--- src/rtl/store_checker_pkg.sv ---
// Shared types and helpers for the store checker.
package store_checker_pkg;

  // Widest data bus the lane-mask helper supports.
  localparam int MAX_DATA_W = 256;
  localparam int MAX_BE_W   = MAX_DATA_W / 8;

  typedef enum logic [1:0] {
    ST_IDLE = 2'd0,
    ST_RUN  = 2'd1,
    ST_PASS = 2'd2,
    ST_FAIL = 2'd3
  } state_e;

  typedef enum logic [1:0] {
    FC_NONE     = 2'd0,
    FC_BAD_ADDR = 2'd1,
    FC_BAD_DATA = 2'd2,
    FC_TIMEOUT  = 2'd3
  } fail_code_e;

  // Expand byte enables into a per-bit lane mask.
  function automatic logic [MAX_DATA_W-1:0] mask_expand(input logic [MAX_BE_W-1:0] be);
    logic [MAX_DATA_W-1:0] m;
    for (int i = 0; i < MAX_BE_W; i++) begin
      m[i*8 +: 8] = {8{be[i]}};
    end
    return m;
  endfunction

endpackage

--- src/rtl/store_exp_mem.sv ---
// Expected-store list: append write port, combinational read port.
module store_exp_mem
  import store_checker_pkg::*;
#(
  parameter int NUM_EXP = 8,
  parameter int ADDR_W  = 32,
  parameter int DATA_W  = 32,
  parameter int IDX_W   = 3
) (
  input  logic                clk,
  input  logic                i_wr_en,
  input  logic [IDX_W-1:0]    i_wr_idx,
  input  logic [ADDR_W-1:0]   i_wr_addr,
  input  logic [DATA_W-1:0]   i_wr_data,
  input  logic [DATA_W/8-1:0] i_wr_mask,
  input  logic [IDX_W-1:0]    i_rd_idx,
  output logic [ADDR_W-1:0]   o_rd_addr,
  output logic [DATA_W-1:0]   o_rd_data,
  output logic [DATA_W/8-1:0] o_rd_mask
);

  logic [ADDR_W-1:0]   r_addr [NUM_EXP];
  logic [DATA_W-1:0]   r_data [NUM_EXP];
  logic [DATA_W/8-1:0] r_mask [NUM_EXP];

  // Storage only; validity is tracked by the entry count in the checker.
  always_ff @(posedge clk) begin
    if (i_wr_en) begin
      r_addr[i_wr_idx] <= i_wr_addr;
      r_data[i_wr_idx] <= i_wr_data;
      r_mask[i_wr_idx] <= i_wr_mask;
    end
  end

  assign o_rd_addr = r_addr[i_rd_idx];
  assign o_rd_data = r_data[i_rd_idx];
  assign o_rd_mask = r_mask[i_rd_idx];

endmodule

--- config.mk ---
export PLATFORM = sky130hd
export DESIGN_NAME = store_exp_mem
export DESIGN_NICKNAME = d
export VERILOG_FILES = /design/src/rtl/store_checker_pkg.sv /design/src/rtl/store_exp_mem.sv
export SDC_FILE = /design/constraint.sdc
export NUM_CORES = 1
export LEC_CHECK = 0
export BUFFER_PORTS_ARGS = -buffer_cell sky130_fd_sc_hd__buf_2
export CORE_MARGIN = 2
export CORE_UTILIZATION = 23
export DETAILED_ROUTE_END_ITERATION = 6
export HOLD_SLACK_MARGIN = 0.02
export PLACE_DENSITY = 0.43
export SLEW_MARGIN = 40
export SYNTH_ARGS = -nofsm -noshare
export SYNTH_HDL_FRONTEND = slang
export SYNTH_SLANG_ARGS = --single-unit
--- constraint.sdc ---
create_clock -name clk -period 9.5 [get_ports clk]
set_input_delay 1.9 -clock clk [delete_from_list [all_inputs] [get_ports clk]]
set_output_delay 1.9 -clock clk [all_outputs]
set_load 0.01 [all_outputs]
# Word level (Yosys, flattened, before mapping)
# Memory sizes are Yosys's and may differ from the RTL's.
# Index checks and enable logic that the tools add are counted.
[totals] ff_bits=0 mem_bits_rw=544 input_bits=76 output_inout_bits=68 elab_cells=5 mem_count=3
[op_classes] n_mux=2
[mem_list] name="r_addr" depth=8 word_bits=32 rd=1 rd_clocked_by_memory_dff=0 write_ports=1 line="store_exp_mem.sv:22" text="logic [ADDR_W-1:0] r_addr [NUM_EXP];"
[mem_list] name="r_data" depth=8 word_bits=32 rd=1 rd_clocked_by_memory_dff=0 write_ports=1 line="store_exp_mem.sv:23" text="logic [DATA_W-1:0] r_data [NUM_EXP];"
[mem_list] name="r_mask" depth=8 word_bits=4 rd=1 rd_clocked_by_memory_dff=0 write_ports=1 line="store_exp_mem.sv:24" text="logic [DATA_W/8-1:0] r_mask [NUM_EXP];"
[op_table] operator="$mux W1" n=2

# Logic depth before layout (Yosys ltp)
# Gate-level depths: netlist of run 1.
[logic_depth] ltp_word=2 depth_mapped=5 mapped_depth_nobuf=2

# Least setup slack after synthesis of run 1
# No wires, ideal clock.
[synth_path] kind="input to register" startpoint="in i_wr_idx[1]" endpoint="mem r_addr[0][0], enable pin" setup_ns=0.578 t_arrival_ns=6.698 required_time_ns=8.922 path_slack_ns=2.224 stages=2 path_cell_list="nand2b_1 > nor3_1"
[synth_lines] element="from (decl)" line="store_exp_mem.sv:12" text="input logic [IDX_W-1:0] i_wr_idx,"
[synth_lines] element="to (decl)" line="store_exp_mem.sv:22"
# Straight into the memory's write port.

# Worst setup path in the final report of run 1
[layout_path] startpoint="in i_rd_idx[0]" endpoint="out o_rd_data[14]"
[layout_between] elab_chain_cells=1
[layout_rtl] element="from (decl)" line="store_exp_mem.sv:16" text="input logic [IDX_W-1:0] i_rd_idx,"
[layout_rtl] element="$mem_v2 Z8 W32"
[layout_rtl] element="to (decl)" line="store_exp_mem.sv:18" text="output logic [DATA_W-1:0] o_rd_data,"
# Every way passes these cells.

==> results.ini, run 1 <==
[run_status]
outcome=completed

[timing]
holdWs_ps=1560
tightestPinTransition_ps=787
rsz0062_at_grt=no
fin_crit_ps=5820
fin_crit_sh_pct=61.2
max_freq_mhz=172
fin_setup_tns_ps=0
relSlewSlack_pct=47.6
slew_violations=0
setup_viol=0
finalHoldViolations=0
setup_slack_ps=3680

[grt]
grt_max_degree=71
grt_pass1_wl_um=68400
use_met3_pct=2.28
gr-max-usage-layer=met2
met2_usage_pct=16.6
grt-ovfl-total=0
antenna_found_initial=8
gr-usage-met1_pct=14.4
grt.total_usage_pct=10.4
grt_pass1_vias=9797

[route]
drtIter0Drc=526
ant_nets=0
via_per_inst=4.06
drc=0
wl_per_cell_um=21.6
via_count=8931
drt_wl_total_um=47600
drt-pass1-iter-count=4

[final_layout]
seqCellArea_um2=16300
area_growth_pct=20.1
final_cell_mix=edfxtp_1, buf_2, mux4_2
n_fill_cell=8680
num_antenna_cells=0
final_common_cell=edfxtp_1
final_cells=2202
fin_area_um2=24500
fin_util_pct=27.8
nNetsFinal=1064
drive_gt1_share_pct=44.3
multi_input_area_um2=3940

[worst_setup_path]
cp.arrival_ps=3920
cp_max_fo=70
crit_buf_inv=3
crit_type=in -> out
max_stage_delay_ps=600
worstPathCellList=buf_8 -> buf_12 -> mux4_2 -> mux2_2 -> buf_2
cpLargestDelayFamily=buffers and inverters
worst_path_max_delay_cell=mux4_2
required_ps=7600
crit_path_start_kind=input pin
worstSetupEndpointType=output port

[synth]
yosys_warnings=0
yosysTopAreaCell=edfxtp_1
syn_nets=875
synth_seq_cells=544
synth_area_leaders=edfxtp_1, mux4_2, mux2_2
ys_seq_area_share_pct=79.9
synth.distinct_cells=12
synthesis.area_um2=20400
synth_top_area_share_pct=79.9
syn_avg_cell_area_um2=25.6
syn_inst=799

[power]
p_leak_nw=7.70
report.power.total_mw=5.22
power_density_nw_per_um2=213
ir_drop_mv=0.101

[placement]
hpwl_um=23900
numPortBuffers=143
placed_area_um2=22700
place_ws_ps=3600
dp_cells=2089
gp_congestion=0.637

[clocking]
post-cts-setup-buffers=0
clk_path_buf_depth=3
htreeDepth=2
ctsHoldBuffers=0
clkTransAtPathRegs_ps=60
cts.sinks=544
root_buffer=clkbuf_16
cts_resized=0
cts_tree=yes
cts_made_buffers=61

[min_path]
hold_class=in -> reg

[floorplan]
die_h_um=302
dieArea_um2=91300
core_area_um2=88200
initial_core_util_pct=23.2
rows=109
io_pins=144
die_w_um=302

[flow_run]
cap_viol_max_count=0

final cells by class:
cell class / instances / area share [%]
Tap cell: 1165 / 5.94
Multi-Input combinational cell: 217 / 16.1
Timing Repair Buffer: 164 / 3.86
Sequential cell: 544 / 66.6
Clock buffer: 77 / 6.64
Clock inverter: 35 / 0.918
cell usage after synthesis:
master	n
nor3_1	2
nor2_1	6
clkbuf_1	11
nand2b_1	3
mux2_2	68
buf_1	4
edfxtp_1	544
buf_6	5
nand2_1	2
mux4_2	136
buf_2	17
buf_8	1
logic make-up after synthesis:
family,synth area share (%)
multiplexers,18.7
buffers and inverters,1.04
AND/OR/NAND/NOR,0.288
flip-flops,79.9
state kept, by name, indices dropped and copies added (netlist names):
| register | flops |
|---|---|
| r_addr | 256 |
| r_data | 256 |
| r_mask | 32 |
power breakdown:
part,internal [mW],switching (mW)
clock network,1.26,0.919
registers,2.72,0.0151
logic,0.137,0.170
total,4.12,1.10
metal layers:
| metal | up-vias | share of wire (%) |
|---|---|---|
| met3 | 86 | 4.3 |
| met5 | - | 0.18 |
| li1 | 3837 | - |
| met2 | 182 | 47 |
| met1 | 4812 | 46 |
| met4 | 14 | 2.1 |
path summary, 6_finish.rpt:
kind,start,end,slack [ps],depth (start not counted)
worst max-delay path,i_rd_idx[0],o_rd_data[14],3680,5
worst min-delay path,i_wr_data[1],r_data[1][1]$_DFFE_PP_,1560,1
No activity file was read; power rests on OpenSTA's default activity.
==> run 2, diff against run 1 <==
--- a/config.mk
+++ b/config.mk
@@ -5,6 +5,7 @@
 export SDC_FILE = /design/constraint.sdc
 export NUM_CORES = 1
 export LEC_CHECK = 0
+export ABC_AREA = 1
 export BUFFER_PORTS_ARGS = -buffer_cell sky130_fd_sc_hd__buf_2
 export CORE_MARGIN = 2
 export CORE_UTILIZATION = 23
==> constraint.sdc (replaced) <==
create_clock -name clk -period 5.9 [get_ports clk]
set_input_delay 1.18 -clock clk [delete_from_list [all_inputs] [get_ports clk]]
set_output_delay 1.18 -clock clk [all_outputs]
set_load 0.01 [all_outputs]
==> run 2 against run 1 <==
Net effect: wire length increased by 33%; hold slack got worse by 750 ps; critical path depth up 3; first-iteration DRC count is 46% higher; largest power group unchanged; final area is 14% higher; utilization shrank 0.45 points; global-route usage up 1.5 points; flip-flop and latch count unchanged; synthesized cell count grew to 3.0 times the previous value.
==> results.ini, run 2 <==
[route]
drt-pass1-iter-count=5  ; +1
via_per_inst=3.85  ; -5.1%
drc=0  ; unchanged
ant_nets=0  ; unchanged
wl_per_cell_um=16.2  ; -25%
via_count=15100  ; +69%
drtIter0Drc=768  ; +46%
drt_wl_total_um=63400  ; +33%

[power]
clockPowerShare_pct=40.6  ; -1.1 points
ir_drop_mv=0.214  ; +110%
switchingPower_mw=2.00  ; +81%
p_int_mw=6.51  ; +58%
p_leak_nw=12.5  ; +62%
power_density_nw_per_um2=305  ; +43%
p_seq_share_pct=51.8  ; -0.6 points
comb_power_share_pct=7.6  ; +1.7 points
report.power.total_mw=8.51  ; +63%
swShare_pct=23.5  ; +2.4 points

[floorplan]
io_pins=144  ; unchanged
rows=117  ; +7.3%
initial_core_util_pct=23.2  ; +0.056 points
die_h_um=325  ; +7.5%
core_area_um2=102000  ; +15%
dieArea_um2=105000  ; +16%
die_w_um=325  ; +7.5%

[synth]
synthesis.area_um2=23700  ; +16%
yosys_warnings=0  ; unchanged
synth_top_area_share_pct=69.1  ; -11 points
synth_area_leaders=edfxtp_1, nand2_1, inv_1
synth_edf_count=544  ; unchanged
synth_seq_cells=544  ; unchanged
synth.distinct_cells=11  ; -1
ys_seq_area_share_pct=69.1  ; -11 points
yosysTopAreaCell=edfxtp_1
ys.flop_type=edfxtp_1
syn_nets=2444  ; +180%
synth_common_cells=nand2_1, inv_1, edfxtp_1
ys_async_sr_fraction_pct=0  ; unchanged
synth_most_common_cell=nand2_1
syn_avg_cell_area_um2=9.99  ; -61%
syn_inst=2368  ; +200%

[final_layout]
fin_util_pct=27.4  ; -0.45 points
top_regs=r_addr: 256 flops, r_data: 256 flops, r_mask: 32 flops
area_growth_pct=17.9
n_fill_cell=10900  ; +25%
nNetsFinal=2582  ; +140%
final_common_cell=nand2_1
final_cell_mix=nand2_1, inv_1, edfxtp_1
drive_gt1_share_pct=10.2  ; -34 points
fin_area_um2=27900  ; +14%
final_cells=3915  ; +78%
num_antenna_cells=0  ; unchanged

[placement]
hpwl_um=32900  ; +37%
dp_cells=3811  ; +82%
gp_congestion=0.684  ; +7.4%
numPortBuffers=143  ; unchanged
placed_area_um2=26100  ; +15%

[worst_setup_path]
required_ps=4720  ; -2880 ps
cp_max_fo=69  ; -1.4%
worstSetupEndpointType=output port
cp.arrival_ps=3190  ; -730 ps
crit_path_start_kind=input pin
crit_type=in -> out

[clocking]
ctsHoldBuffers=0  ; unchanged
clk_path_buf_depth=3  ; unchanged
cts_resized=0  ; unchanged
root_buffer=clkbuf_16
cts_made_buffers=60  ; -1.6%
cts_tree=yes
clkTransAtPathRegs_ps=50  ; about the same
post-cts-setup-buffers=0  ; unchanged
cts.sinks=544  ; unchanged
htreeDepth=2  ; unchanged

[grt]
grt-ovfl-total=0  ; unchanged
grt_pass1_wl_um=95600  ; +40%
antenna_found_initial=15  ; +7
grt_pass1_vias=14900  ; +52%
grt_max_degree=103  ; +45%
grt.total_usage_pct=12.0  ; +1.5 points

[min_path]
hold_start=i_wr_mask[1]
holdPathStages=1  ; unchanged
hold_class=in -> reg
min_to=r_mask[3][1]$_DFFE_PP_

[timing]
max_freq_mhz=229
tightestPinTransition_ps=814  ; +27.1 ps
fin_crit_ps=4370
rsz0062_at_grt=no
setup_viol=0  ; unchanged
finalHoldViolations=0  ; unchanged
fin_crit_sh_pct=74.0
slew_violations=0  ; unchanged
fin_setup_tns_ps=0  ; unchanged
relSlewSlack_pct=45.7  ; -1.8 points

[flow_run]
cap_viol_max_count=0  ; unchanged

[run_status]
outcome=completed

-- run 2: cell types whose count changed after synthesis, sizes merged --
cell / delta
buf: +63
clkbuf: +3
inv: +550
mux2: -68
mux4: -136
nand2: +888
nand2b: -3
nand3: +272
nor2: +2
nor3: -2
-- run 2: power groups by stage --
stage                     clock [mW]  combinational (mW)  sequential (mW)
after floorplan                    0               0.367             4.50
after global placement             0               0.663             4.49
after detailed placement           0               0.665             4.49
after CTS                       3.59               0.667             4.41
after global routing            3.71               0.740             4.42
final                           3.46               0.646             4.41
-- run 2: worst max path at each step --
stage	from	to	slack [ps]
after floorplan	i_wr_idx[0]	r_addr[0][0]$_DFFE_PP_	1240
after global placement	i_rd_idx[1]	o_rd_data[23]	1490
after detailed placement	i_rd_idx[1]	o_rd_data[23]	1480
after CTS	i_rd_idx[1]	o_rd_data[23]	1490
after global routing	i_rd_idx[1]	o_rd_data[23]	1390
final	i_rd_idx[1]	o_rd_data[23]	1530
-- run 2: metrics by stage --
stage,hold WS (ps),setup WS [ps]
final,816,1530
after global routing,782,1390
after CTS,762,1490
after detailed placement,1450,1480
after global placement,1460,1490
after floorplan,1280,1240
-- run 2: cell type report --
type,instances,area [um^2],area share (%)
tap,1368,1710,6.14
sequential,544,16300,58.6
timing repair buffer,180,1200,4.32
clock buffer,77,1570,5.61
clock inverter,26,193,0.691
multi-input combinational,1170,4790,17.2
inverter,550,2080,7.46
-- run 2: logic make-up (layout without fill, tap and decap cells) --
group	Yosys count	after routing	synth area share [%]
AND/OR/NAND/NOR	1170	1170	20.0
buffers and inverters	654	833	10.9
flip-flops	544	544	69.1
-- run 2: worst max-delay path, stage by stage --
cell and delay, ps:
buf_6 250, inv_6 670, buf_4 400, nand3_1 110
nand2_1 60, nand2_1 40, nand2_1 160, buf_2 180
-- run 2: layer usage --
layer | up-vias | routed length (um) | track usage (%)
li1 | 7620 | - | -
met1 | 7098 | 30100 | 16.2
met2 | 234 | 28600 | 19.3
met3 | 96 | 3290 | 2.91
met4 | 20 | 1190 | 2.74
met5 | - | 118 | 0
==> run 3, diff against run 2 <==
--- a/config.mk
+++ b/config.mk
@@ -5,13 +5,13 @@
 export SDC_FILE = /design/constraint.sdc
 export NUM_CORES = 1
 export LEC_CHECK = 0
-export ABC_AREA = 1
+export ABC_AREA = 0
 export BUFFER_PORTS_ARGS = -buffer_cell sky130_fd_sc_hd__buf_2
 export CORE_MARGIN = 2
 export CORE_UTILIZATION = 23
 export DETAILED_ROUTE_END_ITERATION = 6
 export HOLD_SLACK_MARGIN = 0.02
-export PLACE_DENSITY = 0.43
+export PLACE_DENSITY = 0.45
 export SLEW_MARGIN = 40
 export SYNTH_ARGS = -nofsm -noshare
 export SYNTH_HDL_FRONTEND = slang
==> constraint.sdc (replaced) <==
create_clock -name clk -period 4 [get_ports clk]
set_input_delay 0.8 -clock clk [delete_from_list [all_inputs] [get_ports clk]]
set_output_delay 0.8 -clock clk [all_outputs]
set_load 0.01 [all_outputs]
==> run 3 against run 2 <==
Net effect: critical path depth decreased by 2; global-route usage decreased by 1.7 points; total power increased by 51%; critical endpoint is now o_rd_data[19].
==> results.ini, run 3 (synthesis gave the netlist of run 1 again) <==
[run_status]
outcome=completed

[route]
via_count=8971  ; -40%
via_per_inst=4.05  ; +5.3%
wl_per_cell_um=21.1  ; +31%
drt-pass1-iter-count=4  ; -1
drc=0  ; unchanged
drtIter0Drc=400  ; -48%
drt_wl_total_um=46800  ; -26%
ant_nets=0  ; unchanged

[worst_setup_path]
required_ps=3200  ; -1520 ps
cp.arrival_ps=2460  ; -730 ps
cp_num_cells=6  ; -2
cp_max_fo=20  ; -71%
worst_path_max_delay_cell=mux4_2
path_common_cell=buf_12
cpLargestDelayFamily=multiplexers
worstSetupEndpointType=output port
crit_type=in -> out
crit_path_start_kind=input pin
worstPathCellList=buf_8 -> buf_12 -> buf_12 -> mux4_2 -> mux2_2 -> buf_2
endpoint=o_rd_data[19]
cp-startpoint=i_rd_idx[0]
max_stage_delay_ps=500  ; -170 ps
crit_buf_inv=4  ; unchanged

[flow_run]
cap_viol_max_count=0  ; unchanged

[clocking]
htreeDepth=2  ; unchanged
root_buffer=clkbuf_16
cts_resized=0  ; unchanged
ctsHoldBuffers=0  ; unchanged
post-cts-setup-buffers=0  ; unchanged
clk_path_buf_depth=3  ; unchanged
cts_tree=yes
clkTransAtPathRegs_ps=60  ; about the same
cts.sinks=544  ; unchanged
cts_made_buffers=60  ; unchanged

[timing]
holdWs_ps=461  ; -354 ps
tightestPinTransition_ps=742  ; -72.1 ps
fin_setup_tns_ps=0  ; unchanged
fin_crit_sh_pct=81.5
relSlewSlack_pct=50.6  ; +4.8 points
fin_crit_ps=3260
slew_violations=0  ; unchanged
setup_viol=0  ; unchanged
max_freq_mhz=307
rsz0062_at_grt=no
finalHoldViolations=0  ; unchanged

[placement]
gp_congestion=0.649  ; -5.2%
numPortBuffers=143  ; unchanged
dp_cells=2105  ; -45%
hpwl_um=24300  ; -26%

[floorplan]
rows=109  ; -6.8%
die_w_um=302  ; -7.0%
initial_core_util_pct=23.2  ; -0.056 points
die_h_um=302  ; -7.0%
io_pins=144  ; unchanged
core_area_um2=88200  ; -13%
dieArea_um2=91300  ; -13%

[grt]
grt.total_usage_pct=10.2  ; -1.7 points
use_met3_pct=2.49  ; -0.42 points
gr-max-usage-layer=met2
grt_max_degree=69  ; -33%
grt_pass1_wl_um=67600  ; -29%
met2_usage_pct=16.9  ; -2.3 points
grt_pass1_vias=9793  ; -34%
gr-usage-met1_pct=13.4  ; -2.8 points
antenna_found_initial=4  ; -11
grt-ovfl-total=0  ; unchanged

[final_layout]
num_antenna_cells=0  ; unchanged
final_cells=2214  ; -43%
final_common_cell=edfxtp_1
drive_gt1_share_pct=45.9  ; +36 points
top_regs=r_addr: 256 flops, r_data: 256 flops, r_mask: 32 flops
area_growth_pct=22.1
fin_util_pct=28.3  ; +0.92 points
nNetsFinal=1078  ; -58%
final_cell_mix=edfxtp_1, buf_2, mux4_2

[power]
power_density_nw_per_um2=514  ; +68%
ir_drop_mv=0.294  ; +38%
p_leak_nw=7.89  ; -37%

[min_path]
hold_class=in -> reg

## run 3: cell types whose count changed in the layout (fill, tap and decap cells not counted), sizes merged, moves of 3 or more
cell	change
nand2b	+3
clkbuf	-5
nand3	-272
clkinvlp	+3
inv	-549
mux4	+136
mux2	+68
bufinv	+7
nand2	-888
## run 3: worst min-delay path by stage
stage	start	to	slack (ps)	depth (start not counted)
detailed placement	i_wr_addr[3]	r_addr[2][3]$_DFFE_PP_	1070	1
finish	i_wr_addr[10]	r_addr[7][10]$_DFFE_PP_	460	1
floorplan	i_wr_addr[0]	r_addr[0][0]$_DFFE_PP_	900	0
CTS	i_wr_addr[3]	r_addr[2][3]$_DFFE_PP_	400	1
global placement	i_wr_addr[24]	r_addr[1][24]$_DFFE_PP_	1070	1
global route	i_wr_data[25]	r_data[0][25]$_DFFE_PP_	420	1
## run 3: area by class of cell
type / count / area, um^2
clock inverters: 37 / 423
fillers: 8632 / 63300
clock buffers: 72 / 1570
well taps: 1165 / 1460
multi-input cells: 217 / 3960
repair buffers: 179 / 1220
flip-flops and latches: 544 / 16300
## run 3: metrics by stage
stage | power, mW | setup slack (ps) | cell area (um^2)
global route | 13.3 | 634 | 25000
CTS | 13.1 | 669 | 25000
detailed placement | 7.41 | 667 | 23000
floorplan | 7.05 | -349 | 20500
global placement | 7.39 | 693 | 23000
finish | 12.8 | 742 | 25000
## run 3: power by group
group	total (mW)	internal, mW	switching, mW
Sequential	6.50	6.47	0.0360
Combinational	0.752	0.348	0.405
Clock	5.57	3.36	2.21
## run 3: routing by layer
metal,wire (um),share of wire [%]
met3,2250,4.8
met5,45,0.096
met2,22900,49
met4,976,2.1
met1,20700,44
